<file path="config.mk">
export PLATFORM = sky130hd
export DESIGN_NAME = modexp_engine
export DESIGN_NICKNAME = d
export VERILOG_FILES = /design/src/rtl/rsa_pkg.sv /design/src/rtl/modmul_serial.sv /design/src/rtl/modexp_engine.sv
export SDC_FILE = /design/constraint.sdc
export NUM_CORES = 1
export LEC_CHECK = 0
export BUFFER_PORTS_ARGS = -buffer_cell sky130_fd_sc_hd__buf_2
export CORE_MARGIN = 2
export CORE_UTILIZATION = 25
export CTS_CLUSTER_DIAMETER = 200
export CTS_CLUSTER_SIZE = 14
export DETAILED_ROUTE_END_ITERATION = 6
export GPL_TIMING_DRIVEN = 0
export PLACE_DENSITY = 0.36
export SLEW_MARGIN = 20
export SYNTH_ARGS = -nofsm -noshare
export SYNTH_HDL_FRONTEND = slang
export SYNTH_SLANG_ARGS = --single-unit
</file>
<file path="constraint.sdc">
create_clock -name clk -period 7 [get_ports clk]
set_input_delay 0 -clock clk [delete_from_list [all_inputs] [get_ports clk]]
set_output_delay 0 -clock clk [all_outputs]
set_load 0.01 [all_outputs]
</file>
<file path="src/rtl/rsa_pkg.sv">
// Shared types and defaults for the modular-exponentiation engine.
// Holds the FSM state encoding and a latency helper.
package rsa_pkg;

    localparam int DEF_W     = 8;
    localparam int DEF_EXP_W = 8;

    typedef enum logic [2:0] {
        S_IDLE,
        S_LOAD,
        S_REDUCE,
        S_SQUARE,
        S_MULT,
        S_FIN
    } state_t;

    // Cycles from start acceptance to the done pulse.
    function automatic int modexp_latency(
        input int w,
        input int e_bits,
        input int ones,
        input bit bad_mod
    );
        if (bad_mod) return 2;
        return 2 + (w + 1) * (1 + e_bits + ones);
    endfunction

endpackage

</file>
<file path="src/rtl/modmul_serial.sv">
// Interleaved serial modular multiplier: p = a*b mod n, MSB of b first.
// One iteration per cycle; rdy pulses W cycles after go.
module modmul_serial
    import rsa_pkg::*;
#(
    parameter int W = DEF_W
)(
    input  logic         clk,
    input  logic         rst_n,
    input  logic         go,
    input  logic [W-1:0] a,
    input  logic [W-1:0] b,
    input  logic [W-1:0] n,
    output logic         rdy,
    output logic [W-1:0] p
);

    localparam int RW = W + 2;
    localparam int CW = $clog2(W + 1);

    logic [W-1:0]  r_a;
    logic [W-1:0]  r_b;
    logic [W-1:0]  r_n;
    logic [RW-1:0] r_r;
    logic [CW-1:0] r_cnt;
    logic          r_act;

    logic [RW-1:0] w_n;
    logic [RW-1:0] w_dbl;
    logic [RW-1:0] w_s1;
    logic [RW-1:0] w_s2;
    logic [RW-1:0] w_s3;

    // r < n keeps every intermediate below 2n, so W+2 bits never overflow.
    always_comb begin
        w_n   = {2'b00, r_n};
        w_dbl = {r_r[RW-2:0], 1'b0};
        w_s1  = (w_dbl >= w_n) ? w_dbl - w_n : w_dbl;
        w_s2  = r_b[W-1] ? w_s1 + {2'b00, r_a} : w_s1;
        w_s3  = (w_s2 >= w_n) ? w_s2 - w_n : w_s2;
    end

    always_ff @(posedge clk or negedge rst_n) begin
        if (!rst_n) begin
            r_a   <= '0;
            r_b   <= '0;
            r_n   <= '0;
            r_r   <= '0;
            r_cnt <= '0;
            r_act <= 1'b0;
            rdy   <= 1'b0;
        end else begin
            rdy <= 1'b0;
            if (go) begin
                r_a   <= a;
                r_b   <= b;
                r_n   <= n;
                r_r   <= '0;
                r_cnt <= CW'(W);
                r_act <= 1'b1;
            end else if (r_act) begin
                r_r   <= w_s3;
                r_b   <= {r_b[W-2:0], 1'b0};
                r_cnt <= r_cnt - CW'(1);
                if (r_cnt == CW'(1)) begin
                    r_act <= 1'b0;
                    rdy   <= 1'b1;
                end
            end
        end
    end

    assign p = r_r[W-1:0];

endmodule

</file>
<file path="src/rtl/modexp_engine.sv">
// Left-to-right square-and-multiply modexp over modmul_serial.
// MODEXP_SKIP_LZ_EN: start at the highest set exponent bit.
module modexp_engine
    import rsa_pkg::*;
#(
    parameter int W     = DEF_W,
    parameter int EXP_W = DEF_EXP_W
)(
    input  logic             clk,
    input  logic             rst_n,
    input  logic             start,
    input  logic [W-1:0]     base,
    input  logic [W-1:0]     modulus,
    input  logic [EXP_W-1:0] exponent,
    output logic             busy,
    output logic             done,
    output logic             err,
    output logic [W-1:0]     result
);

    localparam int IW = (EXP_W > 1) ? $clog2(EXP_W) : 1;

    state_t           r_state;
    logic [W-1:0]     r_base;
    logic [W-1:0]     r_mod;
    logic [EXP_W-1:0] r_exp;
    logic [W-1:0]     r_acc;
    logic [W-1:0]     r_bred;
    logic [IW-1:0]    r_idx;
    logic             r_nz;

    logic             w_go;
    logic             w_rdy;
    logic             w_small;
    logic             w_nz;
    logic [IW-1:0]    w_top;
    logic [W-1:0]     w_a;
    logic [W-1:0]     w_b;
    logic [W-1:0]     w_p;

    assign w_small = (r_mod < W'(2));

`ifdef MODEXP_SKIP_LZ_EN
    always_comb begin
        w_top = '0;
        for (int i = 0; i < EXP_W; i++)
            if (r_exp[i]) w_top = IW'(i);
    end
    assign w_nz = |r_exp;
`else
    assign w_top = IW'(EXP_W - 1);
    assign w_nz  = 1'b1;
`endif

    // Next multiply launches on the same edge the previous product lands.
    always_comb begin
        w_go = 1'b0;
        w_a  = w_p;
        w_b  = w_p;
        unique case (r_state)
            S_LOAD: if (!w_small) begin
                w_go = 1'b1;
                w_a  = W'(1);
                w_b  = r_base;
            end
            S_REDUCE: if (w_rdy && r_nz) begin
                w_go = 1'b1;
                w_a  = r_acc;
                w_b  = r_acc;
            end
            S_SQUARE: if (w_rdy) begin
                if (r_exp[r_idx]) begin
                    w_go = 1'b1;
                    w_b  = r_bred;
                end else if (r_idx != '0) begin
                    w_go = 1'b1;
                end
            end
            S_MULT: if (w_rdy && r_idx != '0) w_go = 1'b1;
            default: ;
        endcase
    end

    modmul_serial #(.W(W)) u_mul (
        .clk   (clk),
        .rst_n (rst_n),
        .go    (w_go),
        .a     (w_a),
        .b     (w_b),
        .n     (r_mod),
        .rdy   (w_rdy),
        .p     (w_p)
    );

    always_ff @(posedge clk or negedge rst_n) begin
        if (!rst_n) begin
            r_state <= S_IDLE;
            r_base  <= '0;
            r_mod   <= '0;
            r_exp   <= '0;
            r_acc   <= '0;
            r_bred  <= '0;
            r_idx   <= '0;
            r_nz    <= 1'b0;
            busy    <= 1'b0;
            done    <= 1'b0;
            err     <= 1'b0;
            result  <= '0;
        end else begin
            done <= 1'b0;
            unique case (r_state)
                S_IDLE: begin
                    busy <= 1'b0;
                    if (start) begin
                        r_base  <= base;
                        r_mod   <= modulus;
                        r_exp   <= exponent;
                        busy    <= 1'b1;
                        err     <= 1'b0;
                        r_state <= S_LOAD;
                    end
                end
                S_LOAD: begin
                    if (w_small) begin
                        r_acc   <= '0;
                        r_state <= S_FIN;
                    end else begin
                        r_acc   <= W'(1);
                        r_idx   <= w_top;
                        r_nz    <= w_nz;
                        r_state <= S_REDUCE;
                    end
                end
                S_REDUCE: if (w_rdy) begin
                    r_bred  <= w_p;
                    r_state <= r_nz ? S_SQUARE : S_FIN;
                end
                S_SQUARE: if (w_rdy) begin
                    r_acc <= w_p;
                    if (r_exp[r_idx]) begin
                        r_state <= S_MULT;
                    end else if (r_idx == '0) begin
                        r_state <= S_FIN;
                    end else begin
                        r_idx <= r_idx - IW'(1);
                    end
                end
                S_MULT: if (w_rdy) begin
                    r_acc <= w_p;
                    if (r_idx == '0) begin
                        r_state <= S_FIN;
                    end else begin
                        r_idx   <= r_idx - IW'(1);
                        r_state <= S_SQUARE;
                    end
                end
                S_FIN: begin
                    result  <= r_acc;
                    err     <= w_small;
                    done    <= 1'b1;
                    r_state <= S_IDLE;
                end
                default: r_state <= S_IDLE;
            endcase
        end
    end

endmodule

</file>
* Word-level counts from Yosys, hierarchy flattened *
Cells that the tools add are included.
Widths: inputs -> output; s select.

word-level totals
  bits in latches = 0
  input port bits = 27
  register bits = 97
  bits in read-only memories = 0
  logic and storage cells = 114
  output and inout port bits = 11
  bits in writable memories = 0
  memories kept = 0

operators by class
  reduce and logical (&&, ||, !) cells = 17
  equality and inequality tests = 14
  multipliers = 0
  shift-type cells = 0
  divide/modulo/power cells = 0
  order comparisons = 4
  add/sub/neg operators = 5
  multiplexer cells = 54
  bitwise logic cells = 1

operators by type and width
  operator            count
  $mux 8              8
  $mux 3              14
  $pmux 8 s2          2
  $mux 9              3
  $pmux 8 s3          1
  $ge 10x8->1         2
  $mux 10             2
  $mux 1              17
  $pmux 3 s5          1
  $add 10x8->10       1
  $reduce_and 2->1    5
  $reduce_and 5->1    2
  $sub 10x8->10       1
  $pmux 3 s3          1
  $sub 9x8->9         1
  $lt 8x2->1 const B  1
  $mux 4              2
  $ne 2x1->1 const B  4
  $eq 3x2->1 const B  2
  $eq 3x3->1 const B  2
  $logic_not 3->1     2
  $ne 2x2->1 const B  3
  $reduce_bool 2->1   3
  $reduce_bool 3->1   2
  other kinds (12)    13

* Depth between registers and ports, before layout *
  depth after elaboration = 8
  mapped depth = 24
  mapped depth without buffers = 23

* Hierarchy *
Synthesis repeated with hierarchy kept, for this count alone.

unflattened totals
  cells, all modules = 584
  area, all modules = 6088.3 sq um

modules (own cells, without submodules)
  module         area each (sq um)  instances  seq. area each (sq um)  cells each
  modmul_serial  3110.5             1          975.9                   330
  modexp_engine  2977.9             1          1451.4                  254

* Least setup slack after synthesis *
Ideal clock, no wire load.

  kind = flip-flop to flip-flop
  from = reg u_mul.r_n[1]
  to = reg u_mul.r_r[1]
  data required time = 6.876 ns
  setup time = 0.124 ns
  arrival time = 5.280 ns
  period minus slack after synthesis = 5.404 ns
  stages on the path, launching flop included = 23
  setup slack = 1.596 ns
  path buffers = 1
  path through = dfrtp_1 > inv_1 > ha_1 > ha_1 > nand3_1 > a31oi_1 > nor3_2 > clkbuf_1 > nor2_1 > ha_1 > fa_1 > a21o_1 > a21oi_1 > o21bai_1 > a21oi_1 > xnor2_1 > a221o_1 > ha_1 > o41ai_1 > o21ai_0 > a21oi_1 > a21oi_2 > o31a_1

between the ends
  cells in the longest elaborated chain, start to end = 8
  elaborated cells between the ends (all ways) = 10
  classes of those cells = 3 x add/sub; 2 x order compare; 5 x mux

RTL lines
  element                                       RTL line             text
  start, declared                               modmul_serial.sv:23  logic [W-1:0] r_n;
  start signal, assigned                        modmul_serial.sv:57  r_n <= n;
  $sub 10x8->10 or $ge 10x8->1 (tied branches)  modmul_serial.sv:38  w_s1 = (w_dbl >= w_n) ? w_dbl - w_n : w_dbl;
  $mux 10                                       modmul_serial.sv:38
  $add 10x8->10                                 modmul_serial.sv:39  w_s2 = r_b[W-1] ? w_s1 + {2'b00, r_a} : w_s1;
  $mux 10                                       modmul_serial.sv:39
  $sub 9x8->9 or $ge 10x8->1 (tied branches)    modmul_serial.sv:40  w_s3 = (w_s2 >= w_n) ? w_s2 - w_n : w_s2;
  $mux 9 *                                      modmul_serial.sv:40
  $mux 9 *                                      modmul_serial.sv:61  end else if (r_act) begin
  $mux 9 *                                      modmul_serial.sv:54  if (go) begin
  end signal, assigned                          modmul_serial.sv:62  r_r <= w_s3;
  end, declared                                 modmul_serial.sv:24  logic [RW-1:0] r_r;

Mark *: on every way between the ends. The rest lies on a longest branch, timed or not. The select of a mux whose other input is x is not followed.
A chain may end at the register's enable or synchronous reset.

* Final worst setup path *
  from = reg u_mul.r_r[2]
  to = reg u_mul.r_r[1]

between the ends
  cells in the longest elaborated chain, start to end = 8
  elaborated cells between the ends (all ways) = 10
  classes of those cells = 3 x add/sub; 2 x order compare; 5 x mux

RTL lines
  element                                       RTL line
  $sub 10x8->10 or $ge 10x8->1 (tied branches)  modmul_serial.sv:38
  $mux 10 *                                     modmul_serial.sv:38
  $add 10x8->10                                 modmul_serial.sv:39
  $mux 10 *                                     modmul_serial.sv:39
  $ge 10x8->1 or $sub 9x8->9 (tied branches)    modmul_serial.sv:40
  $mux 9 *                                      modmul_serial.sv:40
  $mux 9 *                                      modmul_serial.sv:61
  $mux 9 *                                      modmul_serial.sv:54

Marks and branches as above.

==> results_dict.tcl <==
set metrics [dict create \
    status "finished, final reports clean" \
    synth_fa_ha_area_share_pct 7.24 \
    grt-ovfl-total 0 \
    h-tree-depth 3 \
    die-area_sq_um 24600 \
    clk_latency_ns 0.36 \
    post_synth_mux_area_share_pct 11.9 \
    start_kind "flip-flop" \
    port_buffers 37 \
    die_h_um 157 \
    cts_tree "yes" \
    io_pins 38 \
    worst_pin_slew_ns 0.736 \
    highest_layer "met4" \
    post-route-drc-count 0 \
    synth-edff-count 0 \
    setup_violations 0 \
    insertedDiodeCount 0 \
    cp.required_ns 7.25 \
    final_common_cell "dfrtp_1" \
    totalWireLength_um 17200 \
    synth_nets 653 \
    grt_use_total_pct 14.9 \
    place_hpwl_um 12800 \
    synth_top_family_by_area "compound AO/OA/AOI/OAI gates" \
    hold_viol_final 0 \
    via_per_inst 4.80 \
    slew_viol_final 0 \
    grt_setup_unrepaired "false" \
    fin_nets 727 \
    start_util_pct 25.7 \
    root_buffer "clkbuf_16" \
    drv_cap 0 \
    vias 4736 \
    netlist_instances 594 \
    async_flop_share_pct 100 \
    cts_buffer_depth 2 \
    critPathMaxFanout 10 \
    grt_start_max_net_pins 75 \
    endpoint_kind "flip-flop" \
    ys_ff_latch 97 \
    detail-route-antenna-nets 0 \
    grt_pass1_wl_um 27800 \
    drt_pre_antenna_iters 4 \
    ys.flop_type "dfrtp_1" \
    cts.clk_slew.worst_paths_ns 0.08 \
    area_delta_synth_final_pct 20.9 \
    avgSynthCellArea_sq_um 9.84 \
    clock_sinks 97 \
    synth_compound_area_share_pct 18.9 \
    min_period_over_period_pct 92.1 \
    netlist_area_sq_um 5840 \
    ys.warnings.count 0 \
    final_cell_mix "dfrtp_1, o21ai_0, nand2_1" \
    antenna_found_initial 0 \
    met2_length_um 8300 \
    arrival_ns 6.69 \
    core-area_sq_um 22800 \
    std_cell_rows 55 \
    maxSlewHeadroom_pct 50.6 \
    synthSimpleGateAreaFrac_pct 12.8 \
    synth_cell_type_count 63 \
    yosysSeqAreaShare_pct 41.5 \
    grt_pass1_vias 4863 \
    wl_met1_um 8190 \
    fin_tns_setup_ns 0 \
    numCtsBuffers 9 \
    drive_above_1_share_pct 18.0 \
    min_path_type "in2async" \
    die_w_um 157 \
    gp_congestion 0.801 \
    crit_type "reg2reg" \
    drt-initial-drc-count 271 \
    fin_util_pct 31.0 \
    routedWlPerCell_um 17.5 \
    cts_setup_buffers 0 \
    wl_met3_um 483 \
    period_needed_ns 6.45 \
    synth-xor-area-share_pct 3.38 \
    fmax_mhz 155 \
    skew_ns 0.0149 \
]
[cells by family (layout without fill, tap and decap cells)]
logic type / after synthesis / count (layout)
AO/OA/AOI/OAI: 169 / 169
multiplexers: 62 / 62
AND/OR/NAND/NOR: 155 / 155
adder cells (fa/ha/maj): 32 / 32
XOR/XNOR: 20 / 20
buffers and inverters: 59 / 138
flip-flops: 97 / 97
[synthesized netlist by cell type (16+ instances only)]
cell type	count	area (sq um)
o21ai_0	57	285
a21oi_1	32	160
clkbuf_1	17	63.8
nand3_1	21	105
nand2_1	50	188
inv_1	31	116
ha_1	29	363
mux2i_1	21	210
a31oi_1	16	100
mux2_2	39	439
nor2_1	39	146
dfrtp_1	97	2430
[state kept, by name, indices dropped and copies added (netlist names)]
register and count:
r_idx 3, r_acc 8, u_mul.r_n 8, r_nz 1, result 8, u_mul.r_act 1, r_mod 8, r_base 8
err 1, u_mul.r_b 8, u_mul.r_r 9, u_mul.rdy 1, u_mul.r_a 8, r_exp 8, u_mul.r_cnt 4, r_state 3
busy 1, done 1, r_bred 8
[what timing repair did]
action	in CTS	in global routing
resized for setup	0	2
setup endpoints to repair	0	8
hold buffers	25	0
hold endpoints to repair	121	0
[worst max-delay path, cell delays in order (launching register included)]
cell and delay, ns:
dfrtp_1 0.57, ha_1 0.35, a21oi_1 0.33, a31oi_1 0.19, nor3_4 0.41, clkbuf_1 0.42
nor2_1 0.11, ha_1 0.25, fa_1 0.42, a21o_1 0.21, a21oi_1 0.30, o21bai_1 0.10
a21oi_1 0.20, xnor2_1 0.10, a221o_1 0.40, ha_1 0.25, o41ai_1 0.61, o21ai_0 0.32
a21oi_2 0.40, a21oi_2 0.10, o31a_1 0.28
[path summary, 6_finish.rpt]
check / to / slack [ns] / start / cells after the start
max in group asynchronous: u_mul.r_r[7]$_DFFE_PN0P_ / 6.27 / rst_n / 3
worst max-delay path: u_mul.r_r[1]$_DFFE_PN0P_ / 0.55 / u_mul.r_r[2]$_DFFE_PN0P_ / 20
worst max register to register: u_mul.r_r[1]$_DFFE_PN0P_ / 0.55 / u_mul.r_r[2]$_DFFE_PN0P_ / 20
min in group clk: r_exp[2]$_DFFE_PN0P_ / 0.22 / start / 3
worst min register to register: result[5]$_DFFE_PN0P_ / 0.49 / result[5]$_DFFE_PN0P_ / 2
worst min-delay path: r_base[5]$_DFFE_PN0P_ / 0.06 / rst_n / 2
[layer usage]
| metal | vias up | GRT usage, % |
|---|---|---|
| li1 | 2314 | - |
| met1 | 2344 | 20.4 |
| met2 | 60 | 24.7 |
| met3 | 18 | 2.04 |
| met4 | 0 | 4.06 |
| met5 | - | 0 |
[metrics by stage]
step,setup slack [ns],hold slack [ns],instances,instance area [sq um]
floorplan,1.60,-0.296,594,5840
global placement,0.377,0.231,944,6420
detailed placement,0.321,-0.115,945,6460
CTS,0.284,0.0597,986,7050
global route,0.0556,0.0848,986,7070
finish,0.554,0.0625,986,7070
[area by class of cell]
type | instances | area (sq um)
fillers | 2417 | 15700
multi-input cells | 438 | 3200
flip-flops and latches | 97 | 2430
repair buffers | 63 | 469
well taps | 313 | 392
clock buffers | 9 | 225
inverters | 33 | 124
plain buffers | 26 | 121
clock inverters | 7 | 113
Power is not shown: default switching activity piles up to over one toggle a cycle in this logic, so the estimate is an artifact.
